==> src/rtl/dmem_ctrl_if.sv <==
// Bus bundle for dmem_ctrl: CPU port, loader/debug port and the single-port RAM side.
// The controller connects as slave; the environment (CPU, loader and RAM) drives the master side.
interface dmem_ctrl_if;
  logic        cpu_req;
  logic        cpu_we;
  logic [2:0]  cpu_funct3;
  logic [31:0] cpu_addr;
  logic [31:0] cpu_wdata;
  logic [31:0] cpu_rdata;
  logic        cpu_ready;
  logic        cpu_err;

  logic        ld_req;
  logic        ld_we;
  logic [31:0] ld_addr;
  logic [31:0] ld_wdata;
  logic [31:0] ld_rdata;
  logic        ld_ready;

  logic        ram_we;
  logic [31:0] ram_addr;
  logic [31:0] ram_din;
  logic [31:0] ram_dout;

  modport slave (
    input  cpu_req, cpu_we, cpu_funct3, cpu_addr, cpu_wdata,
    output cpu_rdata, cpu_ready, cpu_err,
    input  ld_req, ld_we, ld_addr, ld_wdata,
    output ld_rdata, ld_ready,
    output ram_we, ram_addr, ram_din,
    input  ram_dout
  );

  modport master (
    output cpu_req, cpu_we, cpu_funct3, cpu_addr, cpu_wdata,
    input  cpu_rdata, cpu_ready, cpu_err,
    output ld_req, ld_we, ld_addr, ld_wdata,
    input  ld_rdata, ld_ready,
    input  ram_we, ram_addr, ram_din,
    output ram_dout
  );
endinterface

==> src/rtl/dmem_ctrl.sv <==
// Data-memory controller: arbitrates a CPU port (RV32 B/H/W loads and stores) and a word-only
// loader port onto one word-wide RAM; sub-word stores are done as read-modify-write.
module dmem_ctrl #(
  parameter bit RR_INIT = 1'b1
) (
  input logic        clk,
  input logic        rst,
  dmem_ctrl_if.slave bus
);

  typedef enum logic [1:0] {StIdle, StAccess, StWrite, StResp} state_e;

  state_e      state_q, state_d;
  logic        owner_q, owner_d;  // 1 = loader
  logic        last_q, last_d;    // owner of the most recent grant
  logic        we_q, we_d;
  logic [2:0]  funct3_q, funct3_d;
  logic [31:0] addr_q, addr_d;
  logic [31:0] wdata_q, wdata_d;
  logic [31:0] merge_q, merge_d;
  logic [31:0] rdata_q, rdata_d;
  logic        err_q, err_d;

  logic        grant_cpu, grant_ld;
  logic        cpu_bad;
  logic        ram_we_c;
  logic [31:0] merged;

  function automatic logic [31:0] load_ext(input logic [31:0] w, input logic [2:0] f3,
                                           input logic [1:0] a);
    logic [31:0] sh;
    logic [15:0] half;
    sh   = w >> {a, 3'b000};
    half = a[1] ? w[31:16] : w[15:0];
    unique case (f3)
      3'b000:  load_ext = {{24{sh[7]}}, sh[7:0]};
      3'b100:  load_ext = {24'h0, sh[7:0]};
      3'b001:  load_ext = {{16{half[15]}}, half};
      3'b101:  load_ext = {16'h0, half};
      default: load_ext = w;
    endcase
  endfunction

  // On a tie the requester that did not win last time is served.
  assign grant_cpu = bus.cpu_req && (!bus.ld_req || last_q);
  assign grant_ld  = bus.ld_req && !grant_cpu;

  always_comb begin
    cpu_bad = 1'b0;
    unique case (bus.cpu_funct3)
      3'b011, 3'b110, 3'b111: cpu_bad = 1'b1;
      3'b001, 3'b101:         cpu_bad = bus.cpu_addr[0];
      3'b010:                 cpu_bad = (bus.cpu_addr[1:0] != 2'b00);
      default:                cpu_bad = 1'b0;
    endcase
  end

  always_comb begin
    merged = merge_q;
    if (funct3_q[1:0] == 2'b00) begin
      merged[{addr_q[1:0], 3'b000} +: 8] = wdata_q[7:0];
    end else begin
      merged[{addr_q[1], 4'b0000} +: 16] = wdata_q[15:0];
    end
  end

  always_comb begin
    state_d  = state_q;
    owner_d  = owner_q;
    last_d   = last_q;
    we_d     = we_q;
    funct3_d = funct3_q;
    addr_d   = addr_q;
    wdata_d  = wdata_q;
    merge_d  = merge_q;
    rdata_d  = rdata_q;
    err_d    = err_q;
    ram_we_c = 1'b0;
    bus.ram_din = wdata_q;

    unique case (state_q)
      StIdle: begin
        if (grant_ld) begin
          owner_d  = 1'b1;
          last_d   = 1'b1;
          we_d     = bus.ld_we;
          funct3_d = 3'b010;
          addr_d   = bus.ld_addr;
          wdata_d  = bus.ld_wdata;
          rdata_d  = 32'h0;
          err_d    = 1'b0;
          state_d  = StAccess;
        end else if (grant_cpu) begin
          owner_d  = 1'b0;
          last_d   = 1'b0;
          we_d     = bus.cpu_we;
          funct3_d = bus.cpu_funct3;
          addr_d   = bus.cpu_addr;
          wdata_d  = bus.cpu_wdata;
          rdata_d  = 32'h0;
          err_d    = cpu_bad;
          state_d  = cpu_bad ? StResp : StAccess;
        end
      end
      StAccess: begin
        if (!we_q) begin
          rdata_d = load_ext(bus.ram_dout, funct3_q, addr_q[1:0]);
          state_d = StResp;
        end else if (funct3_q == 3'b010) begin
          ram_we_c = 1'b1;
          state_d  = StResp;
        end else begin
          merge_d = bus.ram_dout;
          state_d = StWrite;
        end
      end
      StWrite: begin
        ram_we_c    = 1'b1;
        bus.ram_din = merged;
        state_d     = StResp;
      end
      StResp: begin
        state_d = StIdle;
      end
      default: state_d = StIdle;
    endcase
  end

  always_ff @(posedge clk) begin
    if (rst) begin
      state_q  <= StIdle;
      owner_q  <= 1'b0;
      last_q   <= RR_INIT;
      we_q     <= 1'b0;
      funct3_q <= 3'b000;
      addr_q   <= 32'h0;
      wdata_q  <= 32'h0;
      merge_q  <= 32'h0;
      rdata_q  <= 32'h0;
      err_q    <= 1'b0;
    end else begin
      state_q  <= state_d;
      owner_q  <= owner_d;
      last_q   <= last_d;
      we_q     <= we_d;
      funct3_q <= funct3_d;
      addr_q   <= addr_d;
      wdata_q  <= wdata_d;
      merge_q  <= merge_d;
      rdata_q  <= rdata_d;
      err_q    <= err_d;
    end
  end

  // Reset blocks the write in the same cycle, so an abandoned store never lands.
  assign bus.ram_we    = ram_we_c && !rst;
  assign bus.ram_addr  = {addr_q[31:2], 2'b00};
  assign bus.cpu_ready = (state_q == StResp) && !owner_q;
  assign bus.ld_ready  = (state_q == StResp) && owner_q;
  assign bus.cpu_rdata = bus.cpu_ready ? rdata_q : 32'h0;
  assign bus.cpu_err   = bus.cpu_ready && err_q;
  assign bus.ld_rdata  = bus.ld_ready ? rdata_q : 32'h0;

endmodule

==> src/flat_wrapper.sv <==
// flat-port wrapper written by rule: the top's interface ports become plain ports
module dmem_ctrl_flat 
#(
  parameter bit RR_INIT = 1'b1
)
  (clk, rst, bus_cpu_req, bus_cpu_we, bus_cpu_funct3, bus_cpu_addr, bus_cpu_wdata, bus_cpu_rdata, bus_cpu_ready, bus_cpu_err, bus_ld_req, bus_ld_we, bus_ld_addr, bus_ld_wdata, bus_ld_rdata, bus_ld_ready, bus_ram_we, bus_ram_addr, bus_ram_din, bus_ram_dout);
  dmem_ctrl_if bus_i ();
  input logic clk;
  input logic rst;
  input wire logic [$bits(bus_i.cpu_req)-1:0] bus_cpu_req;
  input wire logic [$bits(bus_i.cpu_we)-1:0] bus_cpu_we;
  input wire logic [$bits(bus_i.cpu_funct3)-1:0] bus_cpu_funct3;
  input wire logic [$bits(bus_i.cpu_addr)-1:0] bus_cpu_addr;
  input wire logic [$bits(bus_i.cpu_wdata)-1:0] bus_cpu_wdata;
  output wire logic [$bits(bus_i.cpu_rdata)-1:0] bus_cpu_rdata;
  output wire logic [$bits(bus_i.cpu_ready)-1:0] bus_cpu_ready;
  output wire logic [$bits(bus_i.cpu_err)-1:0] bus_cpu_err;
  input wire logic [$bits(bus_i.ld_req)-1:0] bus_ld_req;
  input wire logic [$bits(bus_i.ld_we)-1:0] bus_ld_we;
  input wire logic [$bits(bus_i.ld_addr)-1:0] bus_ld_addr;
  input wire logic [$bits(bus_i.ld_wdata)-1:0] bus_ld_wdata;
  output wire logic [$bits(bus_i.ld_rdata)-1:0] bus_ld_rdata;
  output wire logic [$bits(bus_i.ld_ready)-1:0] bus_ld_ready;
  output wire logic [$bits(bus_i.ram_we)-1:0] bus_ram_we;
  output wire logic [$bits(bus_i.ram_addr)-1:0] bus_ram_addr;
  output wire logic [$bits(bus_i.ram_din)-1:0] bus_ram_din;
  input wire logic [$bits(bus_i.ram_dout)-1:0] bus_ram_dout;
  assign bus_i.cpu_req = bus_cpu_req;
  assign bus_i.cpu_we = bus_cpu_we;
  assign bus_i.cpu_funct3 = bus_cpu_funct3;
  assign bus_i.cpu_addr = bus_cpu_addr;
  assign bus_i.cpu_wdata = bus_cpu_wdata;
  assign bus_cpu_rdata = bus_i.cpu_rdata;
  assign bus_cpu_ready = bus_i.cpu_ready;
  assign bus_cpu_err = bus_i.cpu_err;
  assign bus_i.ld_req = bus_ld_req;
  assign bus_i.ld_we = bus_ld_we;
  assign bus_i.ld_addr = bus_ld_addr;
  assign bus_i.ld_wdata = bus_ld_wdata;
  assign bus_ld_rdata = bus_i.ld_rdata;
  assign bus_ld_ready = bus_i.ld_ready;
  assign bus_ram_we = bus_i.ram_we;
  assign bus_ram_addr = bus_i.ram_addr;
  assign bus_ram_din = bus_i.ram_din;
  assign bus_i.ram_dout = bus_ram_dout;
  dmem_ctrl #(.RR_INIT(RR_INIT)) u_core (.clk(clk), .rst(rst), .bus(bus_i));
endmodule
==> config.mk <==
export PLATFORM = sky130hd
export DESIGN_NAME = dmem_ctrl_flat
export DESIGN_NICKNAME = d
export VERILOG_FILES = /design/src/rtl/dmem_ctrl_if.sv /design/src/rtl/dmem_ctrl.sv /design/src/flat_wrapper.sv
export SDC_FILE = /design/constraint.sdc
export NUM_CORES = 1
export LEC_CHECK = 0
export ABC_AREA = 1
export CORE_UTILIZATION = 45
export DETAILED_ROUTE_END_ITERATION = 10
export PLACE_DENSITY = 0.87
export SETUP_SLACK_MARGIN = 0.2
export SYNTH_ARGS = -nofsm -noshare
export SYNTH_HDL_FRONTEND = slang
export SYNTH_SLANG_ARGS = --single-unit
==> constraint.sdc <==
create_clock -name clk -period 2.9 [get_ports clk]
set_clock_uncertainty 0.2 [all_clocks]
set_input_delay 0.87 -clock clk [delete_from_list [all_inputs] [get_ports clk]]
set_output_delay 0.87 -clock clk [all_outputs]
set_load 0.02 [all_outputs]
==> run summary <==
The flow ran to the end, but the final reports show violations. The checks that failed: negative setup slack. The min-delay analysis places its worst path in the category reg -> reg. The number of different library cells in the post-synthesis netlist came out at 33.

Of the total power, combinational logic draws 0.602. Of all cell types, the one taking the most synthesized area is dfxtp_1. The count of nets left with antenna violations after detail routing came out at 0. Summed over all failing endpoints, the final setup total negative slack is -8.609 ns. The synthesized netlist occupies a cell area of 8030 sq um. The antenna cell count came out at 0.

The highest clock rate is 312.4 MHz. The standby leakage power is 5.237 nW. The final number of max-transition violations came to 0. During synthesis, Yosys emitted a total of 0 warnings. The die height is approximately 140 microns. Registers take 2748 sq um. The mean number of vias per cell is roughly 5.6. The met2 wire length is 16.54 mm. The first global-routing pass estimated 51.10 mm of wire. The initial antenna violation count came out at 0. The die covers approximately 18000 sq um. The H-tree was split into 4 levels. Clock-pin slew was measured on the worst setup and hold paths at ~0.06 ns. At the pin with the least slew margin, the transition time is roughly 0.54 ns. The final RePlAce weighted congestion is 0.9434. The standard cell core area is 17360 sq um. The die boundary width is 135.6 microns. The DRC violation count after routing came out at 0. In this run the power density over the cells is around 960 nW/um^2. The via count is 10220. The endpoint kind of the worst setup timing path is a primary output.

Prior to clock tree synthesis, the placed netlist has a worst setup slack of -0.3820 ns. The share of cells above drive strength 1 is 0.2577. For this run, the share of the core covered by cells in the final layout is 0.7668.

CTS placed an instance of clkbuf_16 at the clock tree root. The clock network latency to the later pin of the worst-skew pair is 0.43 ns. TritonCTS built the clock tree. The post-synthesis cell count came out at about 1300. The overall routed net length is 34.65 mm. The maximum clock insertion buffer count came out at 2. Of all nets on the critical path, the largest fanout is 8. The iteration count of the initial detailed-routing pass came out at 7. For the worst setup path, the data required time is 1.83 ns. For this block, wires on met1 add up to 12.91 mm.

The number of placement rows came out at 48. Setup violations remaining at the end of the flow were counted as 43. For this run, the total global-route usage over all layers was measured as 0.3631. Internal power comes to 6.938 mW. The worst max-slew margin expressed relative to the limit came out at 0.6391. Sorting the synthesized cells by area gives the leading types as dfxtp_1 (34%), a21oi_1 (14%), nand2_1 (10%). The maximum number of pins on one net before global-route repair came out at 64.

Global routing finished with a remaining overflow of 0. The part of the total power dissipated in sequential elements came out at 0.225. The port buffer count is 298. For this run, the leading register cell type out of synthesis is dfxtp_1.

The final critical-path setup slack is -0.3006 ns. The total of fill cells in the finished design is between 1000 and 1500. The multi-input combinational cells in the finished layout cover a total of 5095 sq um.

The number of top-level pins came out at 301. The number of violations reported at the end of detailed-routing iteration 0 is approximately 1200. The data arrival time of the critical path is 2.13 ns. The part of the power in the clock network came out at 0.173. The CTS buffer count came out at 17. Counting tap cells, the placed design contains a total of ~1700 instances. After synthesis, the share of flip-flops with an asynchronous set or reset is 0. VDD sags by at most ~0.64 mV. The number of synthesized flops with an enable pin is 0. The setup slack of the worst register-to-register path is 0.43 ns. For this design the total switching power over the nets is 5.851 mW. The switching power as a share of total power came out at 0.4575. The area share of the largest cell type after synthesis came out at 0.3415. The number of standard cells in the layout, taps in and fillers out came out at 1812.

The fraction of the cycle the final worst path needs is 1.104. Setup repair after global routing could not meet its margin everywhere. Compared with the post-synthesis result, the final layout area differs by 65.74%. The share of synthesized area occupied by flip-flops and latches came out at 0.3415. The final critical path time including I/O delays and setup is 3.201 ns.

Across all hold checks on the routed design, the worst slack comes to 0.2681 ns. The tool flagged a number of max-cap violations equal to 0. The final net count came out at ~1800. The met3 routed wirelength came out at 3.366 mm. Counting flops and latches in the post-synthesis netlist gives between 100 and 150.

After synthesis, the mean cell area works out to 6.348 sq um. After detailed routing, no signal wire sits above met4. The detailed placement HPWL came out at roughly 23 mm. The final number of hold-violating endpoints is 0.

The routed wirelength normalized by instance count is 19.12 microns. STA classifies the critical path startpoint as a register. The initial cell density of the core came out at 0.4627.

The worst setup path is of the reg -> out kind. The via count of the first global-routing pass is 9759. The clock net in this run drives a total of 137 sinks. Hold repair after CTS inserted 0 buffers.
[flip-flops by register name (all words and copies together) (netlist names)]
| name | cells |
|---|---|
| u_core.addr_q | 32 |
| u_core.merge_q | 32 |
| u_core.rdata_q | 32 |
| u_core.wdata_q | 32 |
| u_core.funct3_q | 3 |
| u_core.state_q | 2 |
| u_core.err_q | 1 |
| u_core.last_q | 1 |
| u_core.owner_q | 1 |
| u_core.we_q | 1 |
[power groups by stage]
| stage | sequential [mW] | combinational, mW | clock [mW] |
|---|---|---|---|
| global placement | 2.84 | 6.16 | 0 |
| detailed placement | 2.85 | 6.24 | 0 |
| floorplan | 2.73 | 4.02 | 0 |
| CTS | 2.84 | 7.11 | 2.21 |
| global route | 2.92 | 8.21 | 2.30 |
| finish | 2.88 | 7.70 | 2.22 |
[stage by stage]
step	power, mW	area (sq um)
after detailed placement	9.086	11470
after CTS	12.15	12900
after global placement	8.993	11470
after global routing	13.42	13310
after floorplan	6.751	8205
final	12.79	13310
[cell usage after synthesis (3+ instances only)]
| master | n |
|---|---|
| a211oi_1 | 3 |
| a21oi_1 | 232 |
| a21oi_2 | 11 |
| buf_1 | 12 |
| buf_2 | 19 |
| buf_4 | 34 |
| buf_6 | 5 |
| clkbuf_1 | 50 |
| dfxtp_1 | 137 |
| ha_1 | 10 |
| inv_1 | 108 |
| inv_2 | 6 |
| nand2_1 | 224 |
| nand2_2 | 4 |
| nand2_4 | 5 |
| nand3_1 | 29 |
| nor2_1 | 163 |
| o21a_1 | 3 |
| o21ai_0 | 151 |
| o21ai_1 | 11 |
| o22ai_1 | 32 |
[worst paths after layout]
check	start	endpoint	depth (start not counted)
max	u_core.addr_q[0]	bus_ram_din[19]	10
min	u_core.merge_q[1]	u_core.merge_q[1]	2
max reg2reg	u_core.state_q[1]	u_core.merge_q[13]	9
min reg2reg	u_core.merge_q[1]	u_core.merge_q[1]	2
[critical path, cell delays in order (launching register included)]
cell     delay (ns)
dfxtp_2        0.36
inv_4          0.06
ha_4           0.28
inv_4          0.04
nor2_4         0.16
nand3_4        0.17
buf_4          0.18
o22ai_2        0.11
nand2_2        0.08
a21oi_4        0.12
buf_6          0.13
[cells in the final DEF (no fill, tap or decap), drive strengths merged, types with 2 or more instances in the layout]
cell,Yosys,routed
clkdlybuf4s50,0,198
nand3,30,30
clkinv,2,7
inv,115,116
o22ai,32,32
a21oi,243,243
dfxtp,137,137
nor3,2,2
or2,2,2
a211oi,3,3
nand4,2,2
clkbuf,51,23
o21ai,163,163
conb,1,2
clkinvlp,0,2
buf,70,209
nor2,164,164
bufinv,0,2
o21a,3,3
ha,10,10
nand2,233,233
[cells by family after synthesis]
group	count (synthesis)	share of synthesized area
AOI/OAI and AO/OA	445	0.2901
adders and majority gates	10	0.01558
buffers and inverters	238	0.1352
DFF	137	0.3415
other	1	0.0004670
and+or+nand+nor	434	0.2170
[layer usage]
| layer | global-route usage | up-vias |
|---|---|---|
| li1 | - | 4731 |
| met1 | 0.4225 | 4684 |
| met2 | 0.6139 | 655 |
| met3 | 0.08754 | 153 |
| met4 | 0.1923 | 0 |
| met5 | 0 | - |
[area by class of cell]
class | count | area share
Multi-Input combinational cell | 891 | 0.3828
Inverter | 117 | 0.03535
Tap cell | 225 | 0.02115
Clock buffer | 22 | 0.03563
Clock inverter | 10 | 0.008743
Timing Repair Buffer | 410 | 0.3099
Sequential cell | 137 | 0.2064
[what timing repair did]
| item | 4_1_cts | 5_1_grt |
|---|---|---|
| pin swaps | 32 | 29 |
| buffers inserted | 27 | 6 |
| cloned | 6 | 0 |
| resized for setup | 614 | 95 |
| endpoints found under the setup margin | 100 | 70 |
(Power assumes the default switching activity.)
